===== src/rtl/interface_hcsr04_bcd_if.sv =====
// Bundle of the HC-SR04 front-end signals shared between the ranger front end
// and whatever drives/consumes it (sonar control unit, sensor pins, bench).
//   medir     : measurement request (level), driven by the control unit
//   echo      : HC-SR04 echo pin, asynchronous to the clock
//   trigger   : HC-SR04 trigger pin
//   medida    : distance in BCD, [11:8] centena, [7:4] dezena, [3:0] unidade
//   pronto    : one-cycle pulse, medida/erro valid
//   erro      : measurement timed out
//   db_estado : front-end state code for debug
// slave modport is the front end; master modport is its environment.
interface interface_hcsr04_bcd_if;
    logic        medir;
    logic        echo;
    logic        trigger;
    logic [11:0] medida;
    logic        pronto;
    logic        erro;
    logic [3:0]  db_estado;

    modport slave (
        input  medir,
        input  echo,
        output trigger,
        output medida,
        output pronto,
        output erro,
        output db_estado
    );

    modport master (
        output medir,
        output echo,
        input  trigger,
        input  medida,
        input  pronto,
        input  erro,
        input  db_estado
    );
endinterface


===== src/rtl/interface_hcsr04_bcd.sv =====
// HC-SR04 ultrasonic ranger front end. On a medir request it fires the trigger
// pulse, times the echo pulse and reports the distance as three BCD digits
// (centimetres, rounded to nearest, saturating at 999) with a one-cycle pronto.
// A missing echo or an over-long echo ends the measurement with erro=1 and
// medida=999 so the consumer never waits forever.
// Ports:
//   clock : system clock
//   reset : asynchronous, active-high
//   bus   : interface_hcsr04_bcd_if.slave (medir, echo in; trigger, medida,
//           pronto, erro, db_estado out)
module interface_hcsr04_bcd #(
    parameter int unsigned TRIGGER_CYCLES = 500,
    parameter int unsigned CM_CYCLES      = 2941,
    parameter int unsigned TIMEOUT_CYCLES = 1500000
) (
    input logic                   clock,
    input logic                   reset,
    interface_hcsr04_bcd_if.slave bus
);

    // Wide enough for every count the block ever holds.
    localparam int unsigned CntW = $clog2(TIMEOUT_CYCLES + CM_CYCLES + TRIGGER_CYCLES + 1);

    typedef enum logic [3:0] {
        StInicial     = 4'd0,
        StPreparacao  = 4'd1,
        StEnviaTrig   = 4'd2,
        StEsperaEcho  = 4'd3,
        StMede        = 4'd4,
        StArredonda   = 4'd5,
        StFinalMedida = 4'd6
    } state_t;

    state_t      state;
    logic        trigger;
    logic [11:0] medida;
    logic        pronto;
    logic        erro;
    logic [CntW-1:0] cnt;    // trigger width / echo wait / remainder within one cm
    logic [CntW-1:0] width;  // total echo-high cycles, for the long-echo timeout
    logic [11:0] bcd;        // whole centimetres counted so far
    logic        echo_meta;
    logic        echo_sync;

    // Decimal increment with carry unidade->dezena->centena; sticks at 999.
    function automatic logic [11:0] bcd_inc(input logic [11:0] v);
        logic [11:0] r;
        r = v;
        if (v != 12'h999) begin
            if (v[3:0] != 4'd9) begin
                r[3:0] = v[3:0] + 4'd1;
            end else begin
                r[3:0] = 4'd0;
                if (v[7:4] != 4'd9) begin
                    r[7:4] = v[7:4] + 4'd1;
                end else begin
                    r[7:4]  = 4'd0;
                    r[11:8] = v[11:8] + 4'd1;
                end
            end
        end
        return r;
    endfunction

    // Echo comes straight from the sensor pin.
    always_ff @(posedge clock or posedge reset) begin
        if (reset) begin
            echo_meta <= 1'b0;
            echo_sync <= 1'b0;
        end else begin
            echo_meta <= bus.echo;
            echo_sync <= echo_meta;
        end
    end

    always_ff @(posedge clock or posedge reset) begin
        if (reset) begin
            state   <= StInicial;
            trigger <= 1'b0;
            medida  <= 12'h000;
            pronto  <= 1'b0;
            erro    <= 1'b0;
            cnt     <= '0;
            width   <= '0;
            bcd     <= 12'h000;
        end else begin
            case (state)
                StInicial: begin
                    if (bus.medir) begin
                        state <= StPreparacao;
                    end
                end

                StPreparacao: begin
                    cnt     <= '0;
                    width   <= '0;
                    bcd     <= 12'h000;
                    erro    <= 1'b0;
                    trigger <= 1'b1;
                    state   <= StEnviaTrig;
                end

                StEnviaTrig: begin
                    if (cnt == CntW'(TRIGGER_CYCLES - 1)) begin
                        trigger <= 1'b0;
                        cnt     <= '0;
                        state   <= StEsperaEcho;
                    end else begin
                        cnt <= cnt + CntW'(1);
                    end
                end

                StEsperaEcho: begin
                    if (echo_sync) begin
                        cnt   <= '0;
                        width <= '0;
                        state <= StMede;
                    end else if (cnt == CntW'(TIMEOUT_CYCLES - 1)) begin
                        erro   <= 1'b1;
                        medida <= 12'h999;
                        pronto <= 1'b1;
                        state  <= StFinalMedida;
                    end else begin
                        cnt <= cnt + CntW'(1);
                    end
                end

                StMede: begin
                    // The cycle that sees echo low is counted too, so the total
                    // equals the pin-high width (the rise cycle was spent in
                    // espera_echo).
                    width <= width + CntW'(1);
                    if (cnt == CntW'(CM_CYCLES - 1)) begin
                        cnt <= '0;
                        bcd <= bcd_inc(bcd);
                    end else begin
                        cnt <= cnt + CntW'(1);
                    end
                    if (!echo_sync) begin
                        state <= StArredonda;
                    end else if (width == CntW'(TIMEOUT_CYCLES - 1)) begin
                        erro   <= 1'b1;
                        medida <= 12'h999;
                        pronto <= 1'b1;
                        state  <= StFinalMedida;
                    end
                end

                StArredonda: begin
                    if (cnt >= CntW'(CM_CYCLES / 2)) begin
                        medida <= bcd_inc(bcd);
                    end else begin
                        medida <= bcd;
                    end
                    pronto <= 1'b1;
                    state  <= StFinalMedida;
                end

                StFinalMedida: begin
                    pronto <= 1'b0;
                    state  <= StInicial;
                end

                default: begin
                    trigger <= 1'b0;
                    pronto  <= 1'b0;
                    state   <= StInicial;
                end
            endcase
        end
    end

    assign bus.trigger   = trigger;
    assign bus.medida    = medida;
    assign bus.pronto    = pronto;
    assign bus.erro      = erro;
    assign bus.db_estado = state;

endmodule


===== src/flat_wrapper.sv =====
// flat-port wrapper written by rule: the top's interface ports become plain ports
module interface_hcsr04_bcd_flat 
#(
    parameter int unsigned TRIGGER_CYCLES = 500,
    parameter int unsigned CM_CYCLES      = 2941,
    parameter int unsigned TIMEOUT_CYCLES = 1500000
)
  (clock, reset, bus_medir, bus_echo, bus_trigger, bus_medida, bus_pronto, bus_erro, bus_db_estado);
  interface_hcsr04_bcd_if bus_i ();
  input logic clock;
  input logic reset;
  input wire logic [$bits(bus_i.medir)-1:0] bus_medir;
  input wire logic [$bits(bus_i.echo)-1:0] bus_echo;
  output wire logic [$bits(bus_i.trigger)-1:0] bus_trigger;
  output wire logic [$bits(bus_i.medida)-1:0] bus_medida;
  output wire logic [$bits(bus_i.pronto)-1:0] bus_pronto;
  output wire logic [$bits(bus_i.erro)-1:0] bus_erro;
  output wire logic [$bits(bus_i.db_estado)-1:0] bus_db_estado;
  assign bus_i.medir = bus_medir;
  assign bus_i.echo = bus_echo;
  assign bus_trigger = bus_i.trigger;
  assign bus_medida = bus_i.medida;
  assign bus_pronto = bus_i.pronto;
  assign bus_erro = bus_i.erro;
  assign bus_db_estado = bus_i.db_estado;
  interface_hcsr04_bcd #(.TRIGGER_CYCLES(TRIGGER_CYCLES), .CM_CYCLES(CM_CYCLES), .TIMEOUT_CYCLES(TIMEOUT_CYCLES)) u_core (.clock(clock), .reset(reset), .bus(bus_i));
endmodule

===== config.mk =====
export PLATFORM = sky130hd
export DESIGN_NAME = interface_hcsr04_bcd_flat
export DESIGN_NICKNAME = d
export VERILOG_FILES = /design/src/rtl/interface_hcsr04_bcd_if.sv /design/src/rtl/interface_hcsr04_bcd.sv /design/src/flat_wrapper.sv
export SDC_FILE = /design/constraint.sdc
export NUM_CORES = 1
export LEC_CHECK = 0
export ABC_AREA = 1
export ABC_CLOCK_PERIOD_IN_PS = 8090
export CAP_MARGIN = 20
export CORE_MARGIN = 1.5
export CORE_UTILIZATION = 50
export CTS_BUF_LIST = sky130_fd_sc_hd__clkbuf_4 sky130_fd_sc_hd__clkbuf_8
export CTS_CLUSTER_DIAMETER = 30
export DETAILED_ROUTE_END_ITERATION = 8
export PLACE_DENSITY = 0.72
export REMOVE_ABC_BUFFERS = 1
export SLEW_MARGIN = 20
export SYNTH_ARGS = -nofsm -noshare
export SYNTH_HDL_FRONTEND = slang
export SYNTH_SLANG_ARGS = --single-unit

===== constraint.sdc =====
create_clock -name clock -period 8.09 [get_ports clock]
set_clock_uncertainty 0.15 [all_clocks]
set_input_delay 2.0225 -clock clock [delete_from_list [all_inputs] [get_ports clock]]
set_output_delay 2.0225 -clock clock [all_outputs]
set_load 0.02 [all_outputs]

# ---- Word-level counts from Yosys, hierarchy flattened
# Cells that the tools add are included.
dict set report totals {
  ff_bits 75
  in_bits 4
  output_inout_bits 19
  word_cells 92
}
dict set report classes {
  addsub 5
  order_cmp 1
  eq_ne 24
  n_mux 35
  bitwise 2
  n_reduce_logical 15
}
# operator count
set ops {}
lappend ops {{two-way mux 21 bit} 5}
lappend ops {{two-way mux 12 bit} 7}
lappend ops {{case mux 21 bit (4 select lines)} 1}
lappend ops {{case mux 21 bit (3 select lines)} 1}
lappend ops {{adder 21 x 1 -> 21 bit, second input constant} 2}
lappend ops {{equality test 21 bit, second input constant} 2}
lappend ops {{two-way mux 4 bit} 9}
lappend ops {{case mux 12 bit (3 select lines)} 1}
lappend ops {{case mux 12 bit (2 select lines)} 1}
lappend ops {{case mux 4 bit (6 select lines)} 1}
lappend ops {{equality test 21 x 12 -> 1 bit, second input constant} 1}
lappend ops {{equality test 21 x 9 -> 1 bit, second input constant} 1}
lappend ops {{>= comparator 21 x 11 -> 1 bit, second input constant} 1}
lappend ops {{AND reduction 5 bit} 3}
lappend ops {{adder 4 x 1 -> 4 bit, second input constant} 3}
lappend ops {{equality test 4 x 3 -> 1 bit, second input constant} 3}
lappend ops {{inequality test 12 bit, second input constant} 1}
lappend ops {{inequality test 2 x 1 -> 1 bit, second input constant} 6}
lappend ops {{equality test 4 x 2 -> 1 bit, second input constant} 2}
lappend ops {{two-way mux 8 bit} 1}
lappend ops {{inequality test 4 bit, second input constant} 2}
lappend ops {{AND reduction 2 bit} 4}
lappend ops {{case mux 1 bit (3 select lines)} 2}
lappend ops {{nonzero test 3 bit} 2}
lappend ops {{other kinds (14)} 20}

# ---- Longest topological paths before layout
# Gate-level depths: netlist of the first run.
dict set report logic_depth {
  depth_word 6
  depth_mapped 14
  mapped_depth_nobuf 12
}

# ---- Least setup slack after synthesis of the first run
# Ideal clock, no wire load.
dict set report synth_timing {
  path_kind {register to output}
  from {register u_core.state[2], in the netlist u_core.bus.db_estado[2]}
  to {output bus_db_estado[2]}
  arrival_ns 0.548
  required_time_ns 5.918
  setup_slack_ns 5.370
  stages_incl_launch_ff 1
  path_buffers 0
  cell_sequence {dfrtp_1}
}
# item line
set synth_lines {}
lappend synth_lines {{from (decl)} interface_hcsr04_bcd.sv:34} ;# state_t state;
lappend synth_lines {{from (signal assigned)} interface_hcsr04_bcd.sv:78} ;# state <= StInicial;
lappend synth_lines {{from (signal assigned)} interface_hcsr04_bcd.sv:90} ;# state <= StPreparacao;
lappend synth_lines {{from (signal assigned)} interface_hcsr04_bcd.sv:100} ;# state <= StEnviaTrig;
lappend synth_lines {{to (decl)} flat_wrapper.sv:18} ;# output wire logic [$bits(bus_i.db_estado)-1:0] bus_db_estado;
# No word-level cell between the ends.

# ---- Worst setup path after layout of the first run
dict set report layout_timing {
  from {register u_core.state[2], in the netlist u_core.bus.db_estado[2]}
  to {output bus_db_estado[2]}
}
# No word-level cell between the ends.

==> flow_metrics.tcl, run 1 <==
set metrics [dict create \
    max-clock-path-buffers 2 \
    synth_seq_cells 74 \
    ys_warn_count 0 \
    start_util_pct 51.7 \
    num_io_pins 23 \
    synth-edff-count 0 \
    cp_cell_sequence "clkdlybuf4s50_1" \
    layout_setup_ws_ns 4.39 \
    arrival_ns 1.53 \
    cts_buffers 9 \
    first_pass_iters 6 \
    via_per_inst 5.55 \
    slowest_stage "clkdlybuf4s50_1" \
    relSlewSlack_pct 37.2 \
    multiInputGateArea_um2 2780 \
    dpl_worst_slack_ns 4.61 \
    ctsHtreeMaxLevel 3 \
    clockRootBuffer "clkbuf_8" \
    holdCritPathClass "flop to flop" \
    grt_pass1_vias 4671 \
    critPathBufInv 1 \
    startpoint_type "flop" \
    cts_resized 0 \
    antenna_found_initial 0 \
    final_nets 779 \
    grt-ovfl-total 0 \
    die_w_um 104 \
    powerDensity_nw_per_um2 231 \
    io_buffers 21 \
    n_fill_cell 977 \
    finalCriticalPeriod_ns 3.70 \
    cts.sinks 74 \
    dr_total_vias 5011 \
    clkLatencyLatePin_ns 0.37 \
    routed_wl_um 13200 \
    slew_viol_final 0 \
    fin_crit_sh_pct 45.7 \
    path_class "flop to output pin" \
    die_area_um2 10800 \
    critPathCaptureType "output pin" \
    ys_types 37 \
    worstMarginPinSlew_ns 0.942 \
    synth_cells 748 \
    ys_seq_area_share_pct 36.5 \
    rsz0062_at_grt "false" \
    drt_iter0_markers 465 \
    grt_max_degree 75 \
    gp_congestion 0.934 \
    grt.total_usage_pct 25.5 \
    coreArea_um2 9820 \
    fmax_mhz 270 \
    grt_pass1_wl_um 22300 \
    drive_above_1_share_pct 6.75 \
    antenna_left 0 \
    cts_hold_buf 0 \
    die_y_um 104 \
    path_max_fanout 7 \
    hpwl_um 9400 \
    path_clk_slew_ns 0.08 \
    post_cts_buffers 0 \
    wl_per_cell_um 14.6 \
    syn-mean-instance-area_um2 6.78 \
    setup_tns_ns 0 \
    outcome "finished clean" \
    slowest_delay_ns 0.66 \
    hold_violations 0 \
    synth_flop_cell "dfrtp_1" \
    maxCapViolations 0 \
    setup_viol 0 \
    drc 0 \
    syn2layout_area_growth_pct 9.39 \
    synth.cell_area_um2 5070 \
    cts_tree "done" \
    std_cell_rows 36 \
    crit_required_ns 5.92 \
    synthArstFlopShare_pct 100 \
    register_area_um2 1850 \
    ir_drop_uv 150 \
    critPathTopFamily "buffers and inverters" \
    antennaDiodeCount 0 \
    p_leak_nw 2.56 \
]
## per-layer routing
layer | up-vias | global-route usage [%] | part of all wire (%)
met2 | 177 | 39.8 | 45
met5 | - | 0 | 0
li1 | 2458 | - | -
met4 | 0 | 9.72 | 1.2
met3 | 14 | 3.52 | 6.1
met1 | 2362 | 36.0 | 48
## registers in the layout, indices dropped and copies added, names as in the netlist
name	count
u_core.bus.trigger	1
u_core.bus.db_estado	3
u_core.echo_meta	1
u_core.bus.pronto	1
u_core.bus.medida	12
u_core.bcd	12
u_core.bus.erro	1
u_core.echo_sync	1
u_core.width	21
u_core.cnt	21
## layout make-up
| type | instances | area share (%) |
|---|---|---|
| multi-input cells | 567 | 50.1 |
| clock buffers | 13 | 3.00 |
| flip-flops and latches | 74 | 33.4 |
| inverters | 91 | 6.22 |
| clock inverters | 3 | 0.428 |
| well taps | 133 | 3.00 |
| repair buffers | 22 | 3.92 |
## path summary, 6_finish.rpt
kind / slack, ns / endpoint / cells past startpoint / from
max: 4.39 / bus_db_estado[2] / 1 / u_core.bus.db_estado[2]
min in group asynchronous: 2.11 / u_core.width[19] / 3 / reset
max in group asynchronous: 5.06 / u_core.cnt[16] / 3 / reset
min reg2reg: 0.27 / u_core.echo_sync / 0 / u_core.echo_meta
max reg2reg: 5.57 / u_core.bcd[8] / 7 / u_core.bus.db_estado[1]
min: 0.27 / u_core.echo_sync / 0 / u_core.echo_meta
## synth_stat cells, types with 5 or more instances
| library cell | n | area share [%] |
|---|---|---|
| nand2_1 | 227 | 17 |
| nand3_1 | 91 | 9.0 |
| inv_1 | 83 | 6.1 |
| nor2_1 | 81 | 6.0 |
| dfrtp_1 | 74 | 36 |
| nand4_1 | 35 | 4.3 |
| o21ai_0 | 29 | 2.9 |
| xor2_1 | 20 | 3.5 |
| nor3_1 | 13 | 1.3 |
| o22ai_1 | 13 | 1.6 |
| ha_1 | 10 | 2.5 |
| nor2_2 | 9 | 1.1 |
| nand2_2 | 8 | 0.99 |
| a21oi_1 | 7 | 0.69 |
| inv_2 | 7 | 0.52 |
| clkbuf_1 | 5 | 0.37 |
## per-stage QoR
| stage | instance area, um^2 | power [W] | hold slack, ns | util (%) | std cells |
|---|---|---|---|---|---|
| after floorplan | 4980 | 0.000795 | 0.181 | - | 732 |
| after global placement | 5360 | 0.000988 | 0.232 | 54.6 | 887 |
| after detailed placement | 5360 | 0.000999 | 0.244 | 54.6 | 887 |
| after CTS | 5550 | 0.00128 | 0.268 | 56.5 | 903 |
| after global routing | 5550 | 0.00135 | 0.266 | 56.5 | 903 |
| final | 5550 | 0.00128 | 0.269 | 56.5 | 903 |
## cells by family (layout without fill, tap and decap cells)
family	after synthesis	count (layout)	synth area share (%)
buffers and inverters	107	129	8.73
adder cells (fa/ha/maj)	10	10	2.47
other	1	1	0.0739
AND/OR/NAND/NOR	476	476	42.1
flip-flops	74	74	36.5
AO/OA/AOI/OAI	58	58	6.34
XOR/XNOR	22	22	3.80
## layout by cell type, fill, tap and decap left out, drive strengths merged
master	netlist	layout
clkinv	0	2
xnor2	2	2
xor2	20	20
o21bai	2	2
clkinvlp	0	2
buf	11	1
ha	10	10
inv	91	90
conb	1	1
o2111ai	1	1
o32ai	1	1
o21a	1	1
nor3b	1	1
nor3	15	15
nor2	92	92
clkbuf	5	13
o21ai	33	33
dfrtp	74	74
and2	1	1
nand4	35	35
a21oi	7	7
and3	1	1
nand3	95	95
clkdlybuf4s50	0	21
nand2	236	236
o22ai	13	13
## report_power, final
part	total (W)	switching, W	internal, W
clock	0.000283	0.000147	0.000136
combinational	0.000548	0.000397	0.000151
sequential	0.000451	0.0000383	0.000412
Power figures use the tool's default switching activity.
==> inputs of run 2 (changes only) <==
--- a/config.mk
+++ b/config.mk
@@ -6,7 +6,7 @@
 export NUM_CORES = 1
 export LEC_CHECK = 0
 export ABC_AREA = 1
-export ABC_CLOCK_PERIOD_IN_PS = 8090
+export ABC_CLOCK_PERIOD_IN_PS = 3480
 export CAP_MARGIN = 20
 export CORE_MARGIN = 1.5
 export CORE_UTILIZATION = 50
==> constraint.sdc (replaced) <==
create_clock -name clock -period 3.48 [get_ports clock]
set_clock_uncertainty 0.15 [all_clocks]
set_input_delay 0.87 -clock clock [delete_from_list [all_inputs] [get_ports clock]]
set_output_delay 0.87 -clock clock [all_outputs]
set_load 0.02 [all_outputs]
==> flow_metrics.tcl, run 2 (synthesis gave the netlist of run 1 again) <==
set metrics [dict create \
    critPathBufInv 1 \
    wl_per_cell_um 14.5 \
    antenna_left 0 \
    io_buffers 21 \
    post_cts_buffers 0 \
    path_max_fanout 7 \
    fin_crit_sh_pct 75.5 \
    setup_tns_ns 0 \
    p_leak_nw 2.57 \
    hpwl_um 9590 \
    critPathTopFamily "buffers and inverters" \
    maxCapViolations 0 \
    relSlewSlack_pct 52.7 \
    slew_viol_final 0 \
    slowest_delay_ns 0.69 \
    use_met2_pct 40.0 \
    reg2reg_slack_ns 1.06 \
    r2r_end "u_core.bus.medida[0]" \
    gr-usage-met3_pct 2.64 \
    final_nets 779 \
    die_y_um 104 \
    top_regs "u_core.cnt: 21 flops, u_core.width: 21 flops" \
    start_util_pct 51.7 \
    first_pass_iters 5 \
    cts_tree "done" \
    n_fill_cell 975 \
    cts_resized 0 \
    worstMarginPinSlew_ns 0.705 \
    min-delay-start "u_core.echo_meta" \
    grt_pass1_wl_um 21900 \
    gp_congestion 0.960 \
    holdCritPathClass "flop to flop" \
    max-clock-path-buffers 2 \
    via_per_inst 5.57 \
    hold_end "u_core.echo_sync" \
    rsz0062_at_grt "false" \
    std_cell_rows 36 \
    cts.sinks 74 \
    coreArea_um2 9820 \
    rr_startpoint "u_core.bus.db_estado[1]" \
    p_comb_share_pct 40.8 \
    fmax_mhz 381 \
    ctsHtreeMaxLevel 3 \
    grt.total_usage_pct 25.2 \
    die_area_um2 10800 \
    arrival_ns 1.61 \
    critPathCaptureType "output pin" \
    grt-ovfl-total 0 \
    final_common_cell "nand2_1" \
    fin_cells 903 \
    power_w 0.00298 \
    grt.busiest_layer "met2" \
    syn2layout_area_growth_pct 9.86 \
    antennaDiodeCount 0 \
    clkLatencyLatePin_ns 0.38 \
    grt_pass1_vias 4577 \
    p_sw_w 0.00134 \
    r2r_cells 11 \
    sw_frac_of_total_pct 44.8 \
    routed_wl_um 13100 \
    drt_iter0_markers 357 \
    use_met1_pct 35.1 \
    drive_above_1_share_pct 6.75 \
    hold_violations 0 \
    path_clk_slew_ns 0.08 \
    layout_setup_ws_ns 0.853 \
    dr_total_vias 5026 \
    cp_cell_sequence "clkdlybuf4s50_1" \
    cts_hold_buf 0 \
    layout_common_cells "nand2_1, nand3_1, inv_1" \
    drc 0 \
    holdPathStages 0 \
    power_frac_seq_pct 35.4 \
    grt_max_degree 45 \
    dpl_worst_slack_ns 1.11 \
    num_io_pins 23 \
    clockRootBuffer "clkbuf_8" \
    crit_required_ns 2.46 \
    finalCriticalPeriod_ns 2.63 \
    antenna_found_initial 0 \
    cts_buffers 9 \
    setup_viol 0 \
    powerDensity_nw_per_um2 535 \
    ir_drop_uv 339 \
    die_w_um 104 \
    slowest_stage "clkdlybuf4s50_1" \
    place_inst 887 \
    p_clk_share_pct 23.8 \
    outcome "finished clean" \
    path_class "flop to output pin" \
    startpoint_type "flop" \
    p_int_w 0.00165 \
]
-- run 2: stage by stage --
step                instance area (um^2)  hold slack [ns]  util, %
global placement                    5370            0.183     54.7
detailed placement                  5370            0.189     54.7
CTS                                 5580            0.207     56.8
floorplan                           4980            0.181        -
finish                              5580            0.204     56.8
global route                        5580            0.209     56.8
-- run 2: per-layer routing --
layer / vias up / routed length [um]
li1: 2463 / -
met1: 2365 / 6130
met2: 179 / 5980
met3: 19 / 749
met4: 0 / 243
met5: - / 0
-- run 2: area by class of cell --
cell class	count	area [um^2]	share of cell area, %
Multi-Input combinational cell	567	2780	49.9
Tap cell	133	166	2.98
Inverter	91	345	6.19
Clock inverter	7	77.6	1.39
Timing Repair Buffer	22	230	4.13
Clock buffer	9	124	2.22
Sequential cell	74	1850	33.2
-- run 2: worst max path at each step --
| stage | from | endpoint | slack [ns] | cells after the start |
|---|---|---|---|---|
| 3_3_place_gp | u_core.bus.db_estado[1] | u_core.bus.pronto | 1.17 | 10 |
| 2_1_floorplan | reset | u_core.bcd[0] | 0.58 | 1 |
| 4_1_cts | u_core.bus.db_estado[2] | bus_db_estado[2] | 0.85 | 1 |
| 5_1_grt | u_core.bus.db_estado[2] | bus_db_estado[2] | 0.79 | 1 |
| 6_report | u_core.bus.db_estado[2] | bus_db_estado[2] | 0.85 | 1 |
| 3_5_place_dp | u_core.bus.db_estado[1] | u_core.width[10] | 1.11 | 8 |
-- run 2: power by group through the flow --
stage | sequential, W | combinational, W | clock (W)
final | 0.00106 | 0.00122 | 0.000710
after global routing | 0.00107 | 0.00135 | 0.000749
after CTS | 0.00105 | 0.00122 | 0.000720
after detailed placement | 0.00107 | 0.00122 | 0
after global placement | 0.00107 | 0.00120 | 0
after floorplan | 0.00114 | 0.000709 | 0
==> inputs of run 3 (changes only) <==
--- a/config.mk
+++ b/config.mk
@@ -6,14 +6,14 @@
 export NUM_CORES = 1
 export LEC_CHECK = 0
 export ABC_AREA = 1
-export ABC_CLOCK_PERIOD_IN_PS = 3480
+export ABC_CLOCK_PERIOD_IN_PS = 2400
 export CAP_MARGIN = 20
 export CORE_MARGIN = 1.5
 export CORE_UTILIZATION = 50
 export CTS_BUF_LIST = sky130_fd_sc_hd__clkbuf_4 sky130_fd_sc_hd__clkbuf_8
 export CTS_CLUSTER_DIAMETER = 30
 export DETAILED_ROUTE_END_ITERATION = 8
-export PLACE_DENSITY = 0.72
+export PLACE_DENSITY = 0.75
 export REMOVE_ABC_BUFFERS = 1
 export SLEW_MARGIN = 20
 export SYNTH_ARGS = -nofsm -noshare
==> constraint.sdc (replaced) <==
create_clock -name clock -period 2.4 [get_ports clock]
set_clock_uncertainty 0.15 [all_clocks]
set_input_delay 0.6 -clock clock [delete_from_list [all_inputs] [get_ports clock]]
set_output_delay 0.6 -clock clock [all_outputs]
set_load 0.02 [all_outputs]
==> flow_metrics.tcl, run 3 (synthesis gave the netlist of run 1 again) <==
set metrics [dict create \
    holdCritPathClass "flop to flop" \
    cts.sinks 74 \
    path_clk_slew_ns 0.09 \
    fin_crit_sh_pct 95.3 \
    multiInputGateArea_um2 2790 \
    gp_congestion 0.962 \
    powerDensity_nw_per_um2 798 \
    slowest_delay_ns 0.67 \
    dr_total_vias 5129 \
    first_pass_iters 5 \
    cts_hold_buf 0 \
    drc 0 \
    num_io_pins 23 \
    hpwl_um 9770 \
    cts_buffers 9 \
    holdPathStages 0 \
    grt_pass1_wl_um 23500 \
    finalCriticalPeriod_ns 2.29 \
    drive_above_1_share_pct 8.21 \
    coreArea_um2 9820 \
    antenna_left 0 \
    layout_setup_ws_ns 0.112 \
    final_common_cell "nand2_1" \
    start_util_pct 51.7 \
    maxCapViolations 0 \
    cp.depth 1 \
    clockRootBuffer "clkbuf_8" \
    outcome "finished clean" \
    antenna_found_initial 0 \
    path_class "flop to output pin" \
    setup_tns_ns 0 \
    critPathTopFamily "buffers and inverters" \
    cts_resized 0 \
    power_w 0.00454 \
    p_leak_nw 2.63 \
    r2r_cells 11 \
    critPathCaptureType "output pin" \
    max-clock-path-buffers 2 \
    grt_max_degree 38 \
    die_area_um2 10800 \
    path_max_fanout 7 \
    grt-ovfl-total 0 \
    slowest_stage "clkdlybuf4s50_1" \
    setup_viol 0 \
    drt_iter0_markers 350 \
    grt.total_usage_pct 26.6 \
    crit_required_ns 1.65 \
    syn2layout_area_growth_pct 12.0 \
    die_y_um 104 \
    rsz0062_at_grt "false" \
    ir_drop_uv 342 \
    n_fill_cell 991 \
    antennaDiodeCount 0 \
    top_regs "u_core.cnt: 21 flops, u_core.width: 21 flops" \
    hold_violations 0 \
    cp_cell_sequence "clkdlybuf4s50_1" \
    startpoint_type "flop" \
    cts_tree "done" \
    die_w_um 104 \
    clkLatencyLatePin_ns 0.36 \
    post_cts_buffers 0 \
    ctsHtreeMaxLevel 3 \
    routed_wl_um 13600 \
    io_buffers 21 \
    dpl_worst_slack_ns 0.177 \
    via_per_inst 5.62 \
    slew_viol_final 0 \
    final_nets 789 \
    critPathBufInv 1 \
    fmax_mhz 437 \
    layout_common_cells "nand2_1, nand3_1, inv_1" \
    register_area_um2 1850 \
    std_cell_rows 36 \
    wl_per_cell_um 14.9 \
    arrival_ns 1.54 \
    grt_pass1_vias 5027 \
]
[run 3: per-stage QoR]
stage          util (%)  instance area [um^2]  std cells  hold WS [ns]
3_5_place_dp       55.5                  5450        897         0.186
3_3_place_gp       55.5                  5450        897         0.184
6_report           57.9                  5680        913         0.202
2_1_floorplan         -                  4980        732         0.181
4_1_cts            57.8                  5670        913         0.205
5_1_grt            57.9                  5680        913         0.208
[run 3: where the power goes]
part           leakage [nW]  internal [W]  total, W  switching (W)
sequential             1.00       0.00139   0.00154       0.000149
combinational          1.52      0.000569   0.00187        0.00130
clock                 0.110      0.000595   0.00113       0.000533
[run 3: cell type report]
class / count / area share, %
multi-input cells: 567 / 49.1
flip-flops and latches: 74 / 32.6
inverters: 91 / 6.05
repair buffers: 32 / 5.37
well taps: 133 / 2.93
clock buffers: 9 / 2.18
clock inverters: 7 / 1.81
[run 3: final timing paths]
| check | from | to | slack [ns] |
|---|---|---|---|
| worst min-delay path | u_core.echo_meta | u_core.echo_sync | 0.20 |
| worst max-delay path | u_core.bus.db_estado[2] | bus_db_estado[2] | 0.11 |
| worst min register to register | u_core.echo_meta | u_core.echo_sync | 0.20 |
| min in group asynchronous | reset | u_core.cnt[18] | 0.39 |
| max in group asynchronous | reset | u_core.bcd[2] | 1.06 |
| worst max register to register | u_core.cnt[1] | u_core.cnt[17] | 0.13 |
[run 3: metal layers]
metal  part of all wire, %  global-route usage (%)
met5                     0                       0
met4                   3.0                    10.8
met3                   6.6                    5.03
met2                    48                    44.0
met1                    42                    34.5
